### src/rtl/ysyx_23060203_read_arb.sv
// Two-master AXI4 read arbiter: IFU and LSU share one downstream read port.
// Only one transaction is outstanding at a time. Simultaneous requests
// alternate between the masters, and each master has a saturating count of
// the address handshakes it has completed.
module ysyx_23060203_read_arb #(
  parameter int DATA_W = 32,
  parameter int CNT_W  = 32
) (
  input  logic              clock,
  input  logic              reset,
  // IFU slave port
  input  logic              ifu_arvalid,
  output logic              ifu_arready,
  input  logic [31:0]       ifu_araddr,
  input  logic [3:0]        ifu_arid,
  input  logic [7:0]        ifu_arlen,
  input  logic [2:0]        ifu_arsize,
  input  logic [1:0]        ifu_arburst,
  output logic              ifu_rvalid,
  input  logic              ifu_rready,
  output logic [DATA_W-1:0] ifu_rdata,
  output logic [1:0]        ifu_rresp,
  output logic              ifu_rlast,
  output logic [3:0]        ifu_rid,
  // LSU slave port
  input  logic              lsu_arvalid,
  output logic              lsu_arready,
  input  logic [31:0]       lsu_araddr,
  input  logic [3:0]        lsu_arid,
  input  logic [7:0]        lsu_arlen,
  input  logic [2:0]        lsu_arsize,
  input  logic [1:0]        lsu_arburst,
  output logic              lsu_rvalid,
  input  logic              lsu_rready,
  output logic [DATA_W-1:0] lsu_rdata,
  output logic [1:0]        lsu_rresp,
  output logic              lsu_rlast,
  output logic [3:0]        lsu_rid,
  // downstream master port
  output logic              mem_arvalid,
  input  logic              mem_arready,
  output logic [31:0]       mem_araddr,
  output logic [3:0]        mem_arid,
  output logic [7:0]        mem_arlen,
  output logic [2:0]        mem_arsize,
  output logic [1:0]        mem_arburst,
  input  logic              mem_rvalid,
  output logic              mem_rready,
  input  logic [DATA_W-1:0] mem_rdata,
  input  logic [1:0]        mem_rresp,
  input  logic              mem_rlast,
  input  logic [3:0]        mem_rid,
  // grant statistics
  output logic [CNT_W-1:0]  ifu_grants,
  output logic [CNT_W-1:0]  lsu_grants
);

  typedef enum logic [4:0] {
    IDLE   = 5'b00001,
    AR_IFU = 5'b00010,
    AR_LSU = 5'b00100,
    R_IFU  = 5'b01000,
    R_LSU  = 5'b10000
  } state_t;

  localparam logic [CNT_W-1:0] CNT_ONE = {{(CNT_W-1){1'b0}}, 1'b1};

  state_t state;
  state_t state_nxt;
  // Low means IFU won the most recent grant, high means LSU did.
  logic   last_lsu;

  // Grant counters stick at all-ones instead of wrapping.
  function automatic logic [CNT_W-1:0] sat_inc(input logic [CNT_W-1:0] v);
    return (&v) ? v : v + CNT_ONE;
  endfunction

  // State, round-robin memory and grant counters.
  always_ff @(posedge clock or negedge reset) begin
    if (!reset) begin
      state      <= IDLE;
      last_lsu   <= 1'b0;
      ifu_grants <= '0;
      lsu_grants <= '0;
    end else begin
      state <= state_nxt;
      if (state == AR_IFU && ifu_arvalid && mem_arready) begin
        last_lsu   <= 1'b0;
        ifu_grants <= sat_inc(ifu_grants);
      end
      if (state == AR_LSU && lsu_arvalid && mem_arready) begin
        last_lsu   <= 1'b1;
        lsu_grants <= sat_inc(lsu_grants);
      end
    end
  end

  // Channel steering and next-state selection; everything idles at zero.
  always_comb begin
    state_nxt   = state;
    ifu_arready = 1'b0;
    lsu_arready = 1'b0;
    mem_arvalid = 1'b0;
    mem_araddr  = '0;
    mem_arid    = '0;
    mem_arlen   = '0;
    mem_arsize  = '0;
    mem_arburst = '0;
    mem_rready  = 1'b0;
    ifu_rvalid  = 1'b0;
    ifu_rdata   = '0;
    ifu_rresp   = '0;
    ifu_rlast   = 1'b0;
    ifu_rid     = '0;
    lsu_rvalid  = 1'b0;
    lsu_rdata   = '0;
    lsu_rresp   = '0;
    lsu_rlast   = 1'b0;
    lsu_rid     = '0;
    case (state)
      IDLE: begin
        if (ifu_arvalid && lsu_arvalid) begin
          state_nxt = last_lsu ? AR_IFU : AR_LSU;
        end else if (ifu_arvalid) begin
          state_nxt = AR_IFU;
        end else if (lsu_arvalid) begin
          state_nxt = AR_LSU;
        end
      end
      AR_IFU: begin
        mem_arvalid = ifu_arvalid;
        mem_araddr  = ifu_araddr;
        mem_arid    = ifu_arid;
        mem_arlen   = ifu_arlen;
        mem_arsize  = ifu_arsize;
        mem_arburst = ifu_arburst;
        ifu_arready = mem_arready;
        if (ifu_arvalid && mem_arready) state_nxt = R_IFU;
      end
      AR_LSU: begin
        mem_arvalid = lsu_arvalid;
        mem_araddr  = lsu_araddr;
        mem_arid    = lsu_arid;
        mem_arlen   = lsu_arlen;
        mem_arsize  = lsu_arsize;
        mem_arburst = lsu_arburst;
        lsu_arready = mem_arready;
        if (lsu_arvalid && mem_arready) state_nxt = R_LSU;
      end
      R_IFU: begin
        ifu_rvalid = mem_rvalid;
        ifu_rdata  = mem_rdata;
        ifu_rresp  = mem_rresp;
        ifu_rlast  = mem_rlast;
        ifu_rid    = mem_rid;
        mem_rready = ifu_rready;
        if (mem_rvalid && ifu_rready && mem_rlast) state_nxt = IDLE;
      end
      R_LSU: begin
        lsu_rvalid = mem_rvalid;
        lsu_rdata  = mem_rdata;
        lsu_rresp  = mem_rresp;
        lsu_rlast  = mem_rlast;
        lsu_rid    = mem_rid;
        mem_rready = lsu_rready;
        if (mem_rvalid && lsu_rready && mem_rlast) state_nxt = IDLE;
      end
      default: state_nxt = IDLE;
    endcase
  end

endmodule

### config.mk
export PLATFORM = sky130hd
export DESIGN_NAME = ysyx_23060203_read_arb
export DESIGN_NICKNAME = d
export VERILOG_FILES = /design/src/rtl/ysyx_23060203_read_arb.sv
export SDC_FILE = /design/constraint.sdc
export NUM_CORES = 1
export LEC_CHECK = 0
export ABC_AREA = 1
export BUFFER_PORTS_ARGS = -buffer_cell sky130_fd_sc_hd__buf_2
export CAP_MARGIN = 20
export CORE_AREA = 3 3 132 134
export CTS_BUF_LIST = sky130_fd_sc_hd__clkbuf_8
export DETAILED_ROUTE_END_ITERATION = 10
export DIE_AREA = 0 0 135 137
export PLACE_DENSITY_LB_ADDON = 0.05
export SLEW_MARGIN = 20
export SYNTH_ARGS = -nofsm -noshare
export SYNTH_HDL_FRONTEND = slang
export SYNTH_SLANG_ARGS = --single-unit
### constraint.sdc
create_clock -name clock -period 1.9 [get_ports clock]
set_input_delay 0.095 -clock clock [delete_from_list [all_inputs] [get_ports clock]]
set_output_delay 0.095 -clock clock [all_outputs]
set_load 0.05 [all_outputs]
Word-level counts from Yosys, hierarchy flattened
Cells that the tools add are included.
{"block": "classes", "add_sub_neg": 2, "n_eq_ne": 10, "mux": 30, "bitwise_logic": 2, "reduce_logical": 17}
{"operator": "adder 32 x 1 -> 32 bit, second input constant", "n": 2}
{"operator": "2-to-1 mux 32 bit", "n": 2}
{"operator": "case mux 32 bit (2 select lines)", "n": 1}
{"operator": "AND reduction 32 bit", "n": 2}
{"operator": "2-to-1 mux 5 bit", "n": 7}
{"operator": "case mux 5 bit (5 select lines)", "n": 1}
{"operator": "case mux 8 bit (2 select lines)", "n": 1}
{"operator": "logical AND 1 bit", "n": 11}
{"operator": "2-to-1 mux 1 bit", "n": 8}
{"operator": "2-to-1 mux 4 bit", "n": 2}
{"operator": "case mux 4 bit (2 select lines)", "n": 1}
{"operator": "case mux 3 bit (2 select lines)", "n": 1}
{"operator": "== test 5 x 1 -> 1 bit, second input constant", "n": 1}
{"operator": "== test 5 x 2 -> 1 bit, second input constant", "n": 1}
{"operator": "== test 5 x 3 -> 1 bit, second input constant", "n": 1}
{"operator": "== test 5 x 4 -> 1 bit, second input constant", "n": 1}
{"operator": "== test 5 bit, second input constant", "n": 1}
{"operator": "AND reduction 5 bit", "n": 1}
{"operator": "2-to-1 mux 2 bit", "n": 2}
{"operator": "!= test 2 x 1 -> 1 bit, second input constant", "n": 2}
{"operator": "!= test 2 bit, second input constant", "n": 2}
{"operator": "!= test 4 bit, second input constant", "n": 1}
{"operator": "case mux 1 bit (2 select lines)", "n": 2}
{"operator": "case mux 2 bit (2 select lines)", "n": 1}
{"operator": "4 further kinds", "n": 6}
{"block": "word_totals", "register_bits": 70, "out_inout_bits": 197}

Depth between registers and ports, before layout
Gate-level depths: netlist (run 1).
{"block": "logic_depth", "word_depth": 5, "ltp_mapped": 11, "mapped_depth_nobuf": 10}

Least setup slack after synthesis (run 1)
Ideal clock, no wire load.
{"block": "synth_path", "path_kind": "register -> output", "startpoint": "reg state[4]", "endpoint": "out mem_araddr[19]", "t_arrival_ns": 2.065, "t_required_ns": 1.805, "path_slack_ns": -0.260, "path_stages_with_launch": 5, "path_cell_list": "dfrtp_1 inv_1 nand3_1 clkbuf_1 o21ai_0"}
{"block": "synth_via", "elab_chain_cells": 2}
{"item": "start, declared", "line_no": "68", "text": "state_t state;"}
{"item": "start signal, assigned", "line_no": "86", "text": "state <= state_nxt;"}
{"item": "== test 5 x 3 -> 1 bit or == test 5 x 2 -> 1 bit (tied branches)", "line_no": "120", "text": "case (state)"}
{"item": "case mux 32 bit (2 select lines) (*)", "line_no": "120"}
{"item": "end, declared", "line_no": "42", "text": "output logic [31:0] mem_araddr,"}
Mark *: on every way between the ends. The rest lies on a longest branch, timed or not.

Worst setup path after layout (run 1)
{"block": "layout_path", "startpoint": "reg state[2]", "endpoint": "out lsu_rlast"}
{"block": "layout_via", "elab_chain_cells": 2}
{"item": "== test 5 bit", "line_no": "120"}
{"item": "2-to-1 mux 1 bit", "line_no": "120"}
{"item": "end, declared", "line_no": "37", "text": "output logic lsu_rlast,"}
Every way passes these cells.

==> results of run 1 <==
==> Yosys cell counts (3+ instances only) <==
master / number
a21oi_1: 3
buf_2: 5
buf_4: 3
buf_6: 4
clkbuf_1: 17
dfrtp_1: 69
inv_1: 153
nand2_1: 352
nand2_2: 6
nand3_1: 53
nand3b_1: 10
nand4_1: 25
nor2_1: 187
nor2_2: 9
nor2_4: 5
nor3_1: 4
o21ai_0: 51
o21ai_1: 6
o22ai_1: 3
xnor2_1: 11
xor2_1: 10
==> per-layer routing <==
layer	track usage [%]	routed length, um	share of wire [%]
met2	39.02	11630	52
met1	30.21	9562	42
met4	4.647	253	1.1
met5	0	0	0
met3	3.824	1053	4.7
==> power groups by stage <==
stage / registers (uW) / clock network (uW) / logic, uW
3_3_place_gp: 1740 / 0 / 3240
5_1_grt: 1730 / 1810 / 3980
4_1_cts: 1710 / 1750 / 3460
6_report: 1710 / 1690 / 3750
3_5_place_dp: 1740 / 0 / 3230
2_1_floorplan: 1870 / 0 / 2210
==> cells by family after synthesis <==
logic type / after synthesis / synth area share (%)
compound gates: 63 / 5.517
xor+xnor: 21 / 3.180
fa+ha+maj: 2 / 0.4326
buf+inv: 186 / 12.94
flops: 70 / 30.31
simple gates: 657 / 47.62
==> placed cells by master, fill, tap and decap left out, types with 2 or more instances in the layout <==
cell type	count
o22ai_1	2
bufinv_16	4
nand4_2	2
buf_2	211
nor2_4	5
nand2_4	3
nand4_1	25
inv_1	152
dfrtp_2	4
buf_12	4
clkinv_4	2
clkbuf_4	20
clkbuf_8	11
dfrtp_1	65
buf_4	88
ha_1	2
xor2_1	10
xnor2_1	11
nand2_1	352
nand3_2	2
inv_2	3
buf_6	56
nand3_1	52
o21ai_2	4
o21ai_0	33
nor2_2	28
nand3b_1	10
nor2_1	168
o21ai_1	19
nand2_2	5
nor3_1	3
a21oi_1	3
clkbuf_16	2
==> per-stage QoR <==
| stage | power [uW] | setup WS, ns | util [%] | instance area (sq um) |
|---|---|---|---|---|
| after CTS | 6915 | -0.0003340 | 51.54 | 8457 |
| final | 7151 | 0.03864 | 54.49 | 8940 |
| after detailed placement | 4971 | 0.1589 | 48.34 | 7931 |
| after global placement | 4982 | 0.1838 | 48.34 | 7931 |
| after global routing | 7515 | -0.05674 | 54.49 | 8940 |
| after floorplan | 4081 | -0.2599 | - | 5788 |
==> repair_timing <==
action | CTS | global route
setup endpoints to repair | 118 | 143
hold buffers | 1 | 0
endpoints found under the hold margin | 40 | 0
pin swaps | 0 | 1
gates cloned | 0 | 2
buffers inserted | 1 | 1
gates resized for setup | 91 | 181
==> final cells by class <==
cell class                 instances  share of cell area, %
timing repair buffer             383                  29.67
clock inverter                     5                  1.442
tap                              220                  3.079
sequential                        70                  19.66
inverter                         157                  6.676
multi-input combinational        743                  37.77
clock buffer                      11                  1.693
==> worst min-delay path: stages <==
cell and delay, ns:
buf_2 0.11, a21oi_1 0.08, inv_1 0.06, o22ai_1 0.07
==> final timing paths <==
path	startpoint	end	slack, ns	cells after the start
worst min register to register	ifu_grants[1]	ifu_grants[1]	0.54	2
worst max register to register	state[1]	ifu_grants[0]	0.08	9
worst min-delay path	lsu_arvalid	state[1]	0.09	4
worst max-delay path	state[2]	lsu_rlast	0.04	6
min in group asynchronous	reset	lsu_grants[3]	0.27	2
max in group asynchronous	reset	lsu_grants[14]	0.98	3
==> state kept, by name, indices dropped and copies added (netlist names) <==
| register | flops |
|---|---|
| ifu_grants | 32 |
| last_lsu | 1 |
| lsu_grants | 32 |
| state | 5 |
==> out/summary.txt, run 1 <==
Leak - 0.004911 uW
initial antenna violation count - 0
CTS tree - yes
DR iter-0 viols - 427
Int Power - 3812 uW
crit end category - output port
Syn Inst Count - 999
# DRC - 0
Worst-Skew Late Latency - 0.37 ns
syn_area_per_cell - 5.789 sq um
drt pass-1 iters - 6
Clock Pin Slew Worst Setup and Hold Paths - 0.08 ns
root buffer cell - clkbuf_8
WL/cell - 14.16 um
Initial Util - 35.25%
share of cells above drive strength 1 - 33.60%
die area - 18,500 sq um
Top FF cell, synth - dfrtp_1
ranking of synthesized cells by area - dfrtp_1, nand2_1, nor2_1
mean number of vias per cell - 4.614
total track usage - 22.70%
CP peak stage delay - 0.41 ns
outcome - finished, final reports clean
fmax - 0.5372 GHz
CTS max path bufs - 2
area growth from synthesis to layout - 54.59%
# fillers - 1,663
CP max FO - 41
slowest CP cell - dfrtp_1
CP Launch Type - flip-flop
Cell variety after synth - 30
Seq cells post-synth - 70
post-DP HPWL - 17.42 mm
chip height - 137 um
Max IR drop VDD - 0.0006442 V
pins over their slew limit - 0
total gr overflow - 0
Cell Chain, Critical Path - nor2_2 -> buf_6 -> nand3_1 -> buf_12 -> nor2_1 -> buf_6
net count after synthesis - 1,146
Crit Path Category - reg2out
Seq pwr share - 23.9%
Worst slew margin - 61.41%
minimum hold slack - 0.08677 ns
input/output buffers - 341
I/O pin total - 342
CORE AREA - 16,410 sq um
min-delay worst type - in2reg
number of global-route vias before repair - 6,734
clock sink total - 70
combinational power share - 52.4%
ANT cells - 0
EDFF count, synth - 0
largest net degree at the start of global routing - 44
crit-path leading delay family - buffers and inverters
switching share of total power - 46.69%
Worst Path Required - 1.80 ns
top-area cell type share of the netlist area - 29.86%
cell area after synthesis - 5783 sq um
WP buf/inv - 3
routed wire length - 22.50 mm
Yosys top cell by area - dfrtp_1
Power per Cell Area - 800.0 nW/um^2
period utilization - 97.97%
Clk pwr share - 23.7%
H-tree depth - 3
Placed Instances - 1,568
Switch Pwr - 3339 uW
Period minus WS final - 1.861 ns
Routed Antenna Nets - 0
routability cong. - 0.9163
CTS Buf Count - 9
RSZ-0062 raised after global routing - true
max_cap viols - 0
Storage cell area - 1758 sq um
std cell rows - 47
die width - 135 um
first-pass GRT wire length - 34.00 mm
count of final hold-check violations - 0
Yosys warnings - 0
Post-Route Skew - 0.01494 ns
Worst Path Arrival - 1.77 ns
Setup violations, final - 0
vias - 7,331
nets@finish - 1,511
total negative slack - 0 ns
Multi-input gate area - 3377 sq um
ys async rst share - 100.0%
crit-path most repeated cell - buf_6
pin slew with the least headroom to its limit - 0.5788 ns
sequential area share after synthesis - 30.31%
Post-Layout Cell Count - 1,589
Power figures use the tool's default switching activity.
==> run 2: changes to the inputs <==
--- a/config.mk
+++ b/config.mk
@@ -9,10 +9,12 @@
 export BUFFER_PORTS_ARGS = -buffer_cell sky130_fd_sc_hd__buf_2
 export CAP_MARGIN = 20
 export CORE_AREA = 3 3 132 134
-export CTS_BUF_LIST = sky130_fd_sc_hd__clkbuf_8
+export CTS_BUF_LIST = sky130_fd_sc_hd__clkbuf_2
 export DETAILED_ROUTE_END_ITERATION = 10
 export DIE_AREA = 0 0 135 137
+export HOLD_SLACK_MARGIN = 0.1
 export PLACE_DENSITY_LB_ADDON = 0.05
+export REMOVE_ABC_BUFFERS = 1
 export SLEW_MARGIN = 20
 export SYNTH_ARGS = -nofsm -noshare
 export SYNTH_HDL_FRONTEND = slang
==> run 2 against run 1 <==
- clock-buffer cell count unchanged
- total power grew 8.2%
- routed wire length increased by 24%
- core utilization rose by 5.7 points
- the run now ends with setup timing left
- sequential cell count unchanged
- worst setup slack worse by 0.33 ns
- non-clock buffer count rose by 33
- register-to-register slack improved by 0.03 ns
- first-iteration DRC count fell by 15%
- critical path depth is 2 higher
- sequential share of layout area shrank 1.9 points
==> out/summary.txt, run 2 (same netlist as run 1, synthesis figures left out) <==
total gr overflow - 0 (unchanged)
Crit Path Category - reg2out
CTS max path bufs - 2 (unchanged)
# DRC - 0 (unchanged)
clock sink total - 70 (unchanged)
# fillers - 1,598 (-3.9%)
Hold Crit Start - mem_rvalid
period utilization - 115.3% (+17 points)
hold path cells - 5 (+1)
combinational power share - 64.5% (+12 points)
Period minus WS final - 2.190 ns (+0.3286 ns)
violated checks - setup timing
Worst Path Required - 1.80 ns (about the same)
post-DP HPWL - 21.33 mm (+22%)
Seq pwr share - 22.0% (-1.9 points)
Leak - 0.005258 uW (+7.1%)
routability cong. - 0.9043 (-1.3%)
I/O pin total - 342 (unchanged)
pin slew with the least headroom to its limit - 0.5051 ns (-0.07368 ns)
input/output buffers - 341 (unchanged)
biggest regs - ifu_grants x32, lsu_grants x32, state x5
Int Power - 3839 uW (+0.70%)
Setup violations, final - 132 (+132)
Worst R2R Path Depth - 6 (-3)
area growth from synthesis to layout - 70.88%
Switch Pwr - 3895 uW (+17%)
Routed Antenna Nets - 0 (unchanged)
WP buf/inv - 4 (+1)
number of global-route vias before repair - 7,271 (+8.0%)
R2R Path Start - state[3]
R2R Setup Slk - 0.11 ns (+0.03 ns)
mean number of vias per cell - 4.792 (+3.9%)
crit end category - output port
commonest non-fill, non-tap cell in the layout - nand2_1
drt pass-1 iters - 5 (-1)
Power per Cell Area - 782.7 nW/um^2 (-2.2%)
total power - 7734 uW (+8.2%)
Worst Path Arrival - 2.09 ns (+0.32 ns)
slowest CP cell - dfrtp_1
CORE AREA - 16,410 sq um (unchanged)
vias - 7,778 (+6.1%)
nets@finish - 1,545 (+2.3%)
H-tree depth - 3 (unchanged)
DR iter-0 viols - 365 (-15%)
routed wire length - 27.95 mm (+24%)
min-delay worst type - in2reg
Clk pwr share - 13.5% (-10 points)
root buffer cell - clkbuf_2
CP peak stage delay - 0.48 ns (+0.07 ns)
chip height - 137 um (unchanged)
Max IR drop VDD - 0.0007591 V (+18%)
std cell rows - 47 (unchanged)
R2R Path End - state[4]
CTS Buf Count - 9 (unchanged)
Post-Route Skew - 0.02369 ns (+0.008753 ns)
die width - 135 um (unchanged)
Final WS setup - -0.2900 ns (-0.3286 ns)
RSZ-0062 raised after global routing - true
count of final hold-check violations - 0 (unchanged)
pins over their slew limit - 0 (unchanged)
switching share of total power - 50.36% (+3.7 points)
first-pass GRT wire length - 40.54 mm (+19%)
total negative slack - -22.55 ns (-22.55 ns)
crit-path leading delay family - buffers and inverters
hold endpoint - state[3]
WL/cell - 17.22 um (+22%)
largest net degree at the start of global routing - 42 (-4.5%)
share of cells above drive strength 1 - 40.30% (+6.7 points)
total track usage - 28.52% (+5.8 points)
fmax - 0.4566 GHz (-15%)
Worst slew margin - 66.32% (+4.9 points)
CP Launch Type - flip-flop
initial antenna violation count - 5 (+5)
commonest non-fill, non-tap cells in the layout - nand2_1, buf_2, inv_1
outcome - finished with violations
CP max FO - 6 (-85%)
max_cap viols - 0 (unchanged)
dpl ws - -0.07026 ns (-0.2291 ns)
Worst-Skew Late Latency - 0.56 ns (+0.19 ns)
Initial Util - 35.25% (unchanged)
die area - 18,500 sq um (unchanged)
Clock Pin Slew Worst Setup and Hold Paths - 0.22 ns (+0.14 ns)
Cell Chain, Critical Path - nor2_2 -> nand3_2 -> clkinv_4 -> buf_8 -> clkbuf_16 -> nand2_2 -> o21ai_2 -> buf_6
CTS tree - yes
## run 2: cell types whose count changed in the layout (fill, tap and decap cells not counted), sizes merged
cell | before | now
buf | 360 | 401
dlygate4sd3 | 1 | 11
bufinv | 4 | 2
diode | 0 | 1
nor2 | 201 | 202
clkinv | 2 | 3
clkbuf | 33 | 15
## run 2: through the flow
stage / instances / hold WS, ns / util, % / cell area, sq um
final: 1623 / 0.4154 / 60.23 / 9882
after global routing: 1623 / 0.4193 / 60.23 / 9882
after CTS: 1613 / 0.1008 / 56.10 / 9205
after detailed placement: 1572 / 0.1440 / 48.83 / 8011
after global placement: 1572 / 0.1369 / 48.83 / 8011
after floorplan: 970 / -0.2006 / - / 5627
## run 2: tightest hold or removal path, delay by kind of cell
family	cells	cell delay [ns]
buffers and inverters	2	0.66
and+or+nand+nor	3	0.23
## run 2: final cells by class
type,count,area (sq um),area share [%]
diodes,1,2.502,0.02532
clock buffers,11,55.05,0.5571
clock inverters,4,72.57,0.7344
inverters,157,599.3,6.065
multi-input cells,744,3742,37.87
flip-flops and latches,70,1754,17.75
well taps,220,275.3,2.786
repair buffers,416,3381,34.21
## run 2: per-layer routing
layer / GRT usage, % / routed length, um / up-vias
met1: 34.30 / 11170 / 3561
met5: 0 / 49 / -
met4: 8.399 / 954 / 8
met3: 8.713 / 2296 / 58
li1: - / - / 3842
met2: 49.28 / 13470 / 309
## run 2: repair_timing
action,in CTS,in global routing
cloned,3,5
endpoints found under the setup margin,133,163
resized for setup,298,160
hold buffers,11,1
pin swaps,4,7
endpoints found under the hold margin,75,10
setup buffers,12,10
## run 2: worst max path at each step
stage | slack (ns) | from | depth (start not counted) | to
6_report | -0.29 | state[3] | 8 | mem_arid[3]
5_1_grt | -0.41 | state[3] | 8 | mem_arid[3]
4_1_cts | -0.25 | state[0] | 8 | mem_araddr[10]
3_5_place_dp | -0.07 | state[1] | 5 | mem_araddr[5]
3_3_place_gp | -0.06 | state[1] | 5 | mem_araddr[5]
2_1_floorplan | -0.85 | state[4] | 3 | mem_araddr[0]
## run 2: power groups by stage
stage               sequential (uW)  clock (uW)  combinational, uW
detailed placement             1720           0               3500
global placement               1710           0               3500
finish                         1700        1040               4990
global route                   1720        1120               5230
CTS                            1700        1070               4480
floorplan                      1860           0               2150
==> run 3: changes to the inputs <==
--- a/config.mk
+++ b/config.mk
@@ -8,10 +8,10 @@
 export ABC_AREA = 1
 export BUFFER_PORTS_ARGS = -buffer_cell sky130_fd_sc_hd__buf_2
 export CAP_MARGIN = 20
-export CORE_AREA = 3 3 132 134
+export CORE_AREA = 3 3 130 132
 export CTS_BUF_LIST = sky130_fd_sc_hd__clkbuf_2
 export DETAILED_ROUTE_END_ITERATION = 10
-export DIE_AREA = 0 0 135 137
+export DIE_AREA = 0 0 133 135
 export HOLD_SLACK_MARGIN = 0.1
 export PLACE_DENSITY_LB_ADDON = 0.05
 export REMOVE_ABC_BUFFERS = 1
==> constraint.sdc (replaced) <==
create_clock -name clock -period 2 [get_ports clock]
set_input_delay 0.1 -clock clock [delete_from_list [all_inputs] [get_ports clock]]
set_output_delay 0.1 -clock clock [all_outputs]
set_load 0.05 [all_outputs]
==> run 3 against run 2 <==
- the run still ends with setup timing left
- global-route usage grew 1.8 points
- non-clock buffer count down 8
- sequential power down 3%
- clock-buffer cell count is the same
- clock skew is 0.00070 ns higher
- critical path depth fell by 2
- sequential share of layout area fell by 0.91 points
- core utilization up 5.7 points
- cell count is 0.49% lower
- total power fell by 0.62%
- critical path type unchanged
- critical endpoint is now ifu_rdata[4]
- largest power group unchanged
==> out/summary.txt, run 3 (same netlist as run 1, synthesis figures left out) <==
crit end category - output port
hold endpoint - state[3]
dpl ws - -0.08023 ns (-0.009976 ns)
period utilization - 110.9%
die area - 17,960 sq um (-2.9%)
# DRC - 0 (unchanged)
Max IR drop VDD - 0.0006170 V (-19%)
CP Launch Type - flip-flop
H-tree depth - 3 (unchanged)
DP Area - 7811 sq um (-2.5%)
Worst R2R Path Depth - 8 (+2)
WP buf/inv - 3 (-1)
Power per Cell Area - 737.0 nW/um^2 (-5.8%)
vias - 7,986 (+2.7%)
Cell Chain, Critical Path - nor2_4 -> buf_6 -> nand3_4 -> buf_6 -> nor2_1 -> buf_6
R2R Path End - state[1]
Worst-Skew Late Latency - 0.59 ns (+0.03 ns)
area growth from synthesis to layout - 80.33%
clock sink total - 70 (unchanged)
Post-Route Skew - 0.02439 ns (+0.0006973 ns)
mean number of vias per cell - 4.945 (+3.2%)
violated checks - setup timing
number of global-route vias before repair - 7,137 (-1.8%)
total track usage - 30.31% (+1.8 points)
nets@finish - 1,537 (-0.52%)
routed wire length - 30.82 mm (+10%)
Hold Crit Start - mem_rlast
Storage cell area - 1757 sq um (+0.14%)
commonest non-fill, non-tap cells in the layout - nand2_1, buf_2, inv_1
die width - 133 um (-1.5%)
outcome - finished with violations
min-delay worst type - in2reg
Final Cell Area - 10,430 sq um (+5.5%)
commonest non-fill, non-tap cell in the layout - nand2_1
Worst Path Arrival - 2.12 ns (+0.03 ns)
# fillers - 1,398 (-13%)
std cell rows - 46 (-2.1%)
CP peak stage delay - 0.45 ns (-0.03 ns)
routability cong. - 0.9533 (+5.4%)
R2R Setup Slk - -0.02 ns (-0.13 ns)
first-pass GRT wire length - 41.50 mm (+2.4%)
Crit Path Category - reg2out
biggest regs - ifu_grants x32, lsu_grants x32, state x5
Worst slew margin - 67.68% (+1.4 points)
input/output buffers - 341 (unchanged)
CTS tree - yes
count of final hold-check violations - 0 (unchanged)
crit-path leading delay family - simple AND/OR/NAND/NOR gates
slowest CP cell - dfstp_2
largest net degree at the start of global routing - 71 (+69%)
CP max FO - 10 (+4)
max_cap viols - 0 (unchanged)
initial antenna violation count - 5 (unchanged)
post-DP HPWL - 21.22 mm (-0.51%)
Multi-input gate area - 4217 sq um (+13%)
chip height - 135 um (-1.5%)
total gr overflow - 0 (unchanged)
minimum hold slack - 0.4487 ns (+0.03326 ns)
pin slew with the least headroom to its limit - 0.4831 ns (-0.02203 ns)
CORE AREA - 15,830 sq um (-3.5%)
R2R Path Start - state[3]
I/O pin total - 342 (unchanged)
CTS Buf Count - 9 (unchanged)
Setup violations, final - 133 (+0.76%)
WL/cell - 19.09 um (+11%)
Leak - 0.005377 uW (+2.3%)
Worst Path Required - 1.90 ns (+0.10 ns)
DR iter-0 viols - 542 (+48%)
Routed Antenna Nets - 0 (unchanged)
Initial Util - 36.54% (+1.3 points)
CTS max path bufs - 2 (unchanged)
fmax - 0.4510 GHz
RSZ-0062 raised after global routing - true
share of cells above drive strength 1 - 41.36% (+1.1 points)
Clock Pin Slew Worst Setup and Hold Paths - 0.18 ns (-0.04 ns)
drt pass-1 iters - 5 (unchanged)
crit-path most repeated cell - buf_6
root buffer cell - clkbuf_2
pins over their slew limit - 0 (unchanged)
hold path cells - 5 (unchanged)
Period minus WS final - 2.217 ns
Final WS setup - -0.2174 ns (+0.07252 ns)
## run 3: cell types whose count changed in the layout (fill, tap and decap cells not counted), moves of 5 or more
| cell | delta |
|---|---|
| nor2_4 | +41 |
| nand2_2 | -24 |
| nor2_2 | -23 |
| o21ai_4 | +20 |
| nor2_1 | -18 |
| nand2_1 | +15 |
| buf_6 | -12 |
| buf_4 | -11 |
| buf_8 | +11 |
| nand2_4 | +9 |
| o21ai_1 | -9 |
| o21ai_0 | -6 |
| o21ai_2 | -5 |
## run 3: per-stage QoR
stage	utilization, %	std cells	TNS, ns	power, uW
2_1_floorplan	-	970	-72.51	3816
3_3_place_gp	49.35	1549	-0.2692	4810
3_5_place_dp	49.35	1549	-0.2465	4813
4_1_cts	57.60	1595	-15.25	6849
5_1_grt	65.89	1615	-34.49	8008
6_report	65.89	1615	-17.36	7686
## run 3: worst max-delay path by stage
stage | cells past startpoint | endpoint | slack (ns) | from
global route | 6 | ifu_rdata[4] | -0.35 | state[1]
finish | 6 | ifu_rdata[4] | -0.22 | state[0]
global placement | 5 | mem_araddr[6] | -0.09 | state[4]
detailed placement | 5 | mem_araddr[19] | -0.08 | state[4]
floorplan | 3 | mem_araddr[0] | -0.76 | state[4]
CTS | 8 | mem_araddr[20] | -0.20 | state[0]
## run 3: final cells by class
cell class	instances	area share, %
clock buffers	11	0.5279
well taps	216	2.591
flip-flops and latches	70	16.84
multi-input cells	744	40.43
diodes	4	0.09598
inverters	157	5.843
clock inverters	5	0.4799
repair buffers	408	33.19
## run 3: routing by layer
layer | track usage (%) | share of wire [%] | vias to the layer above
li1 | - | - | 3836
met1 | 34.76 | 38 | 3711
met2 | 52.06 | 50 | 374
met3 | 10.39 | 7.8 | 63
met4 | 11.89 | 4.1 | 2
met5 | 0 | 0.052 | -
## run 3: worst reg2reg max path: stages (launching register included)
cell	delay (ns)
dfrtp_2	0.49
nor2_4	0.17
buf_6	0.13
buf_4	0.10
buf_4	0.10
buf_4	0.11
nand4_1	0.17
o22ai_1	0.16
dlygate4sd3_1	0.56
## run 3: where the power goes
group          total (uW)  switching, uW  leakage, uW  internal [uW]
clock                 843            554    0.0000670            289
sequential           1650            132     0.000961           1520
combinational        5190           3290      0.00435           1910
total                7690           3970      0.00538           3710
## run 3: repair_timing
item,in CTS,in global routing
hold endpoints to repair,75,0
endpoints found under the setup margin,133,140
hold buffers,11,0
gates resized for setup,272,301
buffers inserted,12,5
cloned,7,14
pin swaps,2,8
